`config.mk`:
```
export PLATFORM = sky130hd
export DESIGN_NAME = ram_arb_flat
export DESIGN_NICKNAME = d
export VERILOG_FILES = /design/src/rtl/ram_pkg.sv /design/src/rtl/ram_arb_if.sv /design/src/rtl/ram_rd_tag_pipe.sv /design/src/rtl/ram_arb.sv /design/src/flat_wrapper.sv
export SDC_FILE = /design/constraint.sdc
export NUM_CORES = 1
export LEC_CHECK = 0
export CAP_MARGIN = 10
export CORE_AREA = 2 2 87 89
export DETAILED_ROUTE_END_ITERATION = 7
export DIE_AREA = 0 0 89 91
export GPL_TIMING_DRIVEN = 0
export PLACE_DENSITY_LB_ADDON = 0.25
export SYNTH_ARGS = -nofsm -noshare
export SYNTH_HDL_FRONTEND = slang
export SYNTH_HIERARCHICAL = 1
export SYNTH_SLANG_ARGS = --single-unit
```
`constraint.sdc`:
```
create_clock -name hclk -period 2.35 [get_ports hclk]
set_input_delay 0.235 -clock hclk [delete_from_list [all_inputs] [get_ports hclk]]
set_output_delay 0.235 -clock hclk [all_outputs]
set_load 0.01 [all_outputs]
```
`src/rtl/ram_pkg.sv`:
```
// Shared types for the two-port RAM arbiter: owner state encoding and the
// read-return tag that follows an accepted read through the RAM latency.
package ram_pkg;

   localparam int AW_DEF = 18;
   localparam int DW_DEF = 32;

   typedef enum logic [1:0] {
      IDLE = 2'b00,
      OWN0 = 2'b01,
      OWN1 = 2'b10
   } own_state_t;

   typedef struct packed {
      logic valid;
      logic port;
   } rd_tag_t;

   function automatic own_state_t own_of(input logic port);
      return port ? OWN1 : OWN0;
   endfunction

endpackage

```
`src/rtl/ram_arb_if.sv`:
```
// Requester and RAM-side signal bundle for ram_arb; slave is the arbiter view,
// master is the requester/RAM-model view.
interface ram_arb_if
   import ram_pkg::*;
#(
   parameter int AW = AW_DEF,
   parameter int DW = DW_DEF
);
   logic          req0;
   logic          we0;
   logic [AW-1:0] addr0;
   logic [DW-1:0] wdata0;
   logic          gnt0;
   logic          rvalid0;

   logic          req1;
   logic          we1;
   logic [AW-1:0] addr1;
   logic [DW-1:0] wdata1;
   logic          gnt1;
   logic          rvalid1;

   logic [DW-1:0] rdata;

   logic          ram_cs;
   logic          ram_we;
   logic [AW-1:0] ram_addr;
   logic [DW-1:0] ram_wdata;
   logic [DW-1:0] ram_rdata;

   modport slave (
      input  req0, we0, addr0, wdata0,
      input  req1, we1, addr1, wdata1,
      output gnt0, rvalid0, gnt1, rvalid1, rdata,
      output ram_cs, ram_we, ram_addr, ram_wdata,
      input  ram_rdata
   );

   modport master (
      output req0, we0, addr0, wdata0,
      output req1, we1, addr1, wdata1,
      input  gnt0, rvalid0, gnt1, rvalid1, rdata,
      input  ram_cs, ram_we, ram_addr, ram_wdata,
      output ram_rdata
   );
endinterface

```
`src/rtl/ram_rd_tag_pipe.sv`:
```
// RD_LAT-deep shift register of read tags, aligned with the RAM read latency;
// synchronous clear drops every in-flight tag.
module ram_rd_tag_pipe
   import ram_pkg::*;
#(
   parameter int RD_LAT = 1
) (
   input  logic    hclk,
   input  logic    hreset,
   input  rd_tag_t tag_p0,
   output rd_tag_t tag_out
);

   rd_tag_t tag_pn [RD_LAT];

   always_ff @(posedge hclk) begin
      if (hreset) begin
         for (int i = 0; i < RD_LAT; i++) tag_pn[i] <= '0;
      end else begin
         tag_pn[0] <= tag_p0;
         for (int i = 1; i < RD_LAT; i++) tag_pn[i] <= tag_pn[i-1];
      end
   end

   assign tag_out = tag_pn[RD_LAT-1];

endmodule

```
`src/rtl/ram_arb.sv`:
```
// Round-robin arbiter with bounded burst hold for a single-port word RAM shared
// by two requesters; read data is routed back via a latency-matched tag pipe.
module ram_arb
   import ram_pkg::*;
#(
   parameter int AW        = AW_DEF,
   parameter int DW        = DW_DEF,
   parameter int RD_LAT    = 1,
   parameter int MAX_BURST = 4
) (
   input  logic    hclk,
   input  logic    hreset,
   ram_arb_if.slave bus
);

   localparam logic [3:0] MAX_CNT = 4'(MAX_BURST);

   own_state_t state;
   logic       last;
   logic [3:0] burst_cnt;

   logic       win_vld;
   logic       win_port;
   rd_tag_t    tag_p0;
   rd_tag_t    tag_out;

   // Grant decision: an owner under contention keeps the RAM until its burst runs out.
   always_comb begin
      win_vld  = 1'b0;
      win_port = 1'b0;
      if (!hreset) begin
         if (bus.req0 && bus.req1) begin
            win_vld = 1'b1;
            case (state)
               OWN0:    win_port = (burst_cnt < MAX_CNT) ? 1'b0 : 1'b1;
               OWN1:    win_port = (burst_cnt < MAX_CNT) ? 1'b1 : 1'b0;
               default: win_port = ~last;
            endcase
         end else if (bus.req0) begin
            win_vld  = 1'b1;
            win_port = 1'b0;
         end else if (bus.req1) begin
            win_vld  = 1'b1;
            win_port = 1'b1;
         end
      end
   end

   assign bus.gnt0      = win_vld & ~win_port;
   assign bus.gnt1      = win_vld &  win_port;
   assign bus.ram_cs    = win_vld;
   assign bus.ram_we    = win_vld & (win_port ? bus.we1 : bus.we0);
   assign bus.ram_addr  = win_vld ? (win_port ? bus.addr1  : bus.addr0)  : '0;
   assign bus.ram_wdata = win_vld ? (win_port ? bus.wdata1 : bus.wdata0) : '0;

   always_ff @(posedge hclk) begin
      if (hreset) begin
         state     <= IDLE;
         last      <= 1'b1;
         burst_cnt <= '0;
      end else if (win_vld) begin
         state <= own_of(win_port);
         last  <= win_port;
         if (state == own_of(win_port))
            burst_cnt <= (burst_cnt == MAX_CNT) ? burst_cnt : burst_cnt + 4'd1;
         else
            burst_cnt <= 4'd1;
      end else begin
         state     <= IDLE;
         burst_cnt <= '0;
      end
   end

   // Read return: tag enters with the RAM access and exits with ram_rdata.
   always_comb begin
      tag_p0       = '0;
      tag_p0.valid = win_vld & ~bus.ram_we;
      tag_p0.port  = win_port;
   end

   ram_rd_tag_pipe #(.RD_LAT(RD_LAT)) u_tag_pipe (
      .hclk    (hclk),
      .hreset  (hreset),
      .tag_p0  (tag_p0),
      .tag_out (tag_out)
   );

   assign bus.rvalid0 = ~hreset & tag_out.valid & ~tag_out.port;
   assign bus.rvalid1 = ~hreset & tag_out.valid &  tag_out.port;
   assign bus.rdata   = bus.ram_rdata;

endmodule

```
`src/flat_wrapper.sv`:
```
// flat-port wrapper written by rule: the top's interface ports become plain ports
module ram_arb_flat import ram_pkg::*;
#(
   parameter int AW        = AW_DEF,
   parameter int DW        = DW_DEF,
   parameter int RD_LAT    = 1,
   parameter int MAX_BURST = 4
)
  (hclk, hreset, bus_req0, bus_we0, bus_addr0, bus_wdata0, bus_req1, bus_we1, bus_addr1, bus_wdata1, bus_gnt0, bus_rvalid0, bus_gnt1, bus_rvalid1, bus_rdata, bus_ram_cs, bus_ram_we, bus_ram_addr, bus_ram_wdata, bus_ram_rdata);
  ram_arb_if #(.AW(AW), .DW(DW)) bus_i ();
  input  logic hclk;
  input  logic hreset;
  input wire logic [$bits(bus_i.req0)-1:0] bus_req0;
  input wire logic [$bits(bus_i.we0)-1:0] bus_we0;
  input wire logic [$bits(bus_i.addr0)-1:0] bus_addr0;
  input wire logic [$bits(bus_i.wdata0)-1:0] bus_wdata0;
  input wire logic [$bits(bus_i.req1)-1:0] bus_req1;
  input wire logic [$bits(bus_i.we1)-1:0] bus_we1;
  input wire logic [$bits(bus_i.addr1)-1:0] bus_addr1;
  input wire logic [$bits(bus_i.wdata1)-1:0] bus_wdata1;
  output wire logic [$bits(bus_i.gnt0)-1:0] bus_gnt0;
  output wire logic [$bits(bus_i.rvalid0)-1:0] bus_rvalid0;
  output wire logic [$bits(bus_i.gnt1)-1:0] bus_gnt1;
  output wire logic [$bits(bus_i.rvalid1)-1:0] bus_rvalid1;
  output wire logic [$bits(bus_i.rdata)-1:0] bus_rdata;
  output wire logic [$bits(bus_i.ram_cs)-1:0] bus_ram_cs;
  output wire logic [$bits(bus_i.ram_we)-1:0] bus_ram_we;
  output wire logic [$bits(bus_i.ram_addr)-1:0] bus_ram_addr;
  output wire logic [$bits(bus_i.ram_wdata)-1:0] bus_ram_wdata;
  input wire logic [$bits(bus_i.ram_rdata)-1:0] bus_ram_rdata;
  assign bus_i.req0 = bus_req0;
  assign bus_i.we0 = bus_we0;
  assign bus_i.addr0 = bus_addr0;
  assign bus_i.wdata0 = bus_wdata0;
  assign bus_i.req1 = bus_req1;
  assign bus_i.we1 = bus_we1;
  assign bus_i.addr1 = bus_addr1;
  assign bus_i.wdata1 = bus_wdata1;
  assign bus_gnt0 = bus_i.gnt0;
  assign bus_rvalid0 = bus_i.rvalid0;
  assign bus_gnt1 = bus_i.gnt1;
  assign bus_rvalid1 = bus_i.rvalid1;
  assign bus_rdata = bus_i.rdata;
  assign bus_ram_cs = bus_i.ram_cs;
  assign bus_ram_we = bus_i.ram_we;
  assign bus_ram_addr = bus_i.ram_addr;
  assign bus_ram_wdata = bus_i.ram_wdata;
  assign bus_i.ram_rdata = bus_ram_rdata;
  ram_arb #(.AW(AW), .DW(DW), .RD_LAT(RD_LAT), .MAX_BURST(MAX_BURST)) u_core (.hclk(hclk), .hreset(hreset), .bus(bus_i));
endmodule
```
==> impl_metrics.py <==
metrics = {
    "clock_tree": {
        "cts_buffers": 3,
        "cts-hold-fix-buffers": 0,
        "h-tree-depth": 1,
        "cts_tree": "built",
        "clock_path_buffers": 2,
        "clk_pin_slew_ps": 40,
        "cts_root_buf": "clkbuf_8",
        "clock_latency_ps": 230,
        "clock-sinks": 9,
    },
    "setup_path": {
        "arrival_ps": 2090,
        "cp_slowest_cell": "dfxtp_2",
        "cp_cell_sequence": "inv_2 > ha_4 > nand2b_4 > o221ai_4 > o211a_1 > buf_6 > buf_8 > buf_12 > a22o_1 > buf_2",
        "worst_ep_required_time_ps": 2120,
        "end_kind": "output port",
        "worstSetupStartpointType": "register",
        "max_stage_delay_ps": 330,
        "worstSetupPathType": "register to output port",
        "cp_max_fo": 8,
    },
    "placed_design": {
        "io_buffers": 193,
        "pre_cts_slack_ps": -515.8,
        "gp_congestion": 0.7777,
        "dp_hpwl_um": 5801,
    },
    "finish": {
        "mostFrequentLayoutCells": "clkdlybuf4s50_1 (140), a22o_1 (48), buf_2 (47), buf_4 (41), buf_6 (9)",
        "fin_nets": 505,
        "drive_gt1_share_pct": 33.15,
        "syn2layout_area_growth_pct": 157.1,
        "layout_commonest_cell": "clkdlybuf4s50_1",
        "antenna_cells": 0,
        "n_fill_cell": 727,
    },
    "global_routing": {
        "grt_pass1_wl_um": 9818,
        "antenna_found_initial": 0,
        "grt_pass1_vias": 1929,
        "grt_overflow_total": 0,
        "track_usage_pct": 15.32,
        "grt_max_degree": 11,
    },
    "pwr": {
        "power-per-cell-area_mw_per_mm2": 290.4,
        "p_total_mw": 0.9781,
        "ir_drop_mv": 0.1421,
        "leakage_nw": 1.561,
    },
    "route": {
        "ant_nets": 0,
        "wl_per_cell_um": 15.07,
        "wirelength_um": 6949,
        "dr.pass1.iters": 4,
        "vias_per_cell": 4.308,
        "drt-initial-drc-count": 25,
        "dr_total_vias": 1986,
        "drc": 0,
    },
    "logic_synthesis": {
        "synthTopCellsByArea": "a22o_1 (32%), buf_4 (18%), dfxtp_1 (14%)",
        "synthSimpleGateAreaFrac_pct": 11.75,
        "synth_xor_area_share_pct": 1.337,
        "synthAdderAreaFrac_pct": 3.820,
        "avgSynthCellArea_um2": 8.507,
        "synth.area.mux_share_pct": 1.528,
        "synth_top_cell_by_area": "a22o_1",
        "synth_warnings": 6,
        "synthCells": 154,
        "syn_nets": 296,
        "synthDominantCellAreaShare_pct": 32.09,
        "ys_seq_elements": 9,
        "netlist_area_mm2": 0.001310,
        "ys_seq_area_share_pct": 13.75,
        "synth_top_family_by_area": "compound AO/OA/AOI/OAI gates",
        "yosysUniqueCellTypes": 30,
        "synth_compound_area_share_pct": 40.59,
    },
    "timing": {
        "period_minus_slack_ps": 2326,
        "worst_slew_pin_slew_ps": 389.5,
        "slew_headroom_pct": 73.29,
        "finalSetupViolCount": 0,
        "setup_ws_ps": 24.12,
        "finalMaxSlewViolations": 0,
        "fmax_mhz": 429.9,
        "timing.hold.ws_ps": 491.4,
        "final-hold-violation-count": 0,
        "rsz0062_at_grt": "true",
        "skew_ps": 4.949,
        "period_share_pct": 98.97,
    },
    "floorplan": {
        "die_x_um": 89,
        "die_area_mm2": 0.008099,
        "start_util_pct": 18.36,
        "rows": 31,
        "ioPinCount": 226,
        "die_height_um": 91,
        "core_area_mm2": 0.007137,
    },
    "hold_path": {
        "hold_class": "primary input to register",
    },
    "flow_run": {
        "drv_cap": 0,
    },
    "status": {
        "status": "complete, no violations",
    },
}
[layout make-up]
class / count / area [um2] / area share [%]
Buffer: 43 / 367.9 / 10.92
Clock buffer: 4 / 45.04 / 1.337
Inverter: 7 / 26.28 / 0.7801
Multi-Input combinational cell: 94 / 813.3 / 24.15
Sequential cell: 9 / 182.7 / 5.423
Tap cell: 99 / 123.9 / 3.678
Timing Repair Buffer: 205 / 1809 / 53.71
[cells in the mapped netlist (all sizes together)]
cell / instances
a22o: 48
nand2: 1
nor2: 6
and2: 3
buf: 43
o211a: 3
o221ai: 1
xnor2: 2
nand3b: 1
nand2b: 1
nand3: 1
inv: 7
a21oi: 3
clkbuf: 1
o21a: 1
and3: 2
dfxtp: 9
nor2b: 4
mux2i: 2
a211oi: 1
o21ai: 2
ha: 4
nor3: 7
nor3b: 1
[what timing repair did]
action	in CTS	in global routing
gates cloned	2	0
setup buffers	10	0
pin swaps	8	4
setup endpoints to repair	52	42
gates resized for setup	209	18
[worst max-delay path, delay by kind of cell, from the launching register on]
kind | cells | cell delay (ps)
adder cells (fa/ha/maj) | 1 | 260
AO/OA/AOI/OAI | 3 | 560
flip-flops | 1 | 330
buffers and inverters | 5 | 580
AND/OR/NAND/NOR | 1 | 120
[final timing paths]
| path | from | depth (start not counted) | end | slack [ps] |
|---|---|---|---|---|
| min | hreset | 2 | u_core/u_tag_pipe/tag_pn[0][0]$_SDFF_PP0_ | 490 |
| max reg2reg | u_core/state[0]$_SDFF_PP0_ | 11 | u_core/u_tag_pipe/tag_pn[0][1]$_SDFF_PP0_ | 240 |
| min reg2reg | u_core/last$_SDFFE_PP1P_ | 2 | u_core/last$_SDFFE_PP1P_ | 550 |
| max | u_core/state[0]$_SDFF_PP0_ | 10 | bus_ram_addr[1] | 20 |
[routing by layer]
| layer | routed length, um | vias up | global-route usage, % |
|---|---|---|---|
| li1 | - | 958 | - |
| met4 | 182 | 0 | 5.970 |
| met3 | 631 | 14 | 2.909 |
| met5 | 0 | - | 0 |
| met2 | 3784 | 112 | 30.60 |
| met1 | 2351 | 902 | 14.65 |
[stage by stage]
step / area (um2) / cells / setup TNS [ps] / util, %
2_1_floorplan: 1310 / 154 / 0 / -
3_3_place_gp: 3366 / 446 / -20580 / 47.16
3_5_place_dp: 3366 / 446 / -21220 / 47.16
4_1_cts: 3461 / 461 / -44.00 / 48.49
5_1_grt: 3368 / 461 / -370.1 / 47.20
6_report: 3368 / 461 / 0 / 47.20
[state kept, by name (all words and copies together), names as in the netlist]
name	cells
u_core/burst_cnt	4
u_core/state	2
u_core/u_tag_pipe/tag_pn	2
u_core/last	1
[cells by family after synthesis]
family                   count (synthesis)
multiplexers                             2
flip-flops                               9
AO/OA/AOI/OAI                           59
buffers and inverters                   51
adder cells (fa/ha/maj)                  4
AND/OR/NAND/NOR                         27
XOR/XNOR                                 2
[where the power goes]
part	internal, mW	switching (mW)
sequential	0.161	0.00588
combinational	0.408	0.226
clock	0.118	0.0594
total	0.687	0.291
Power figures use the tool's default switching activity.
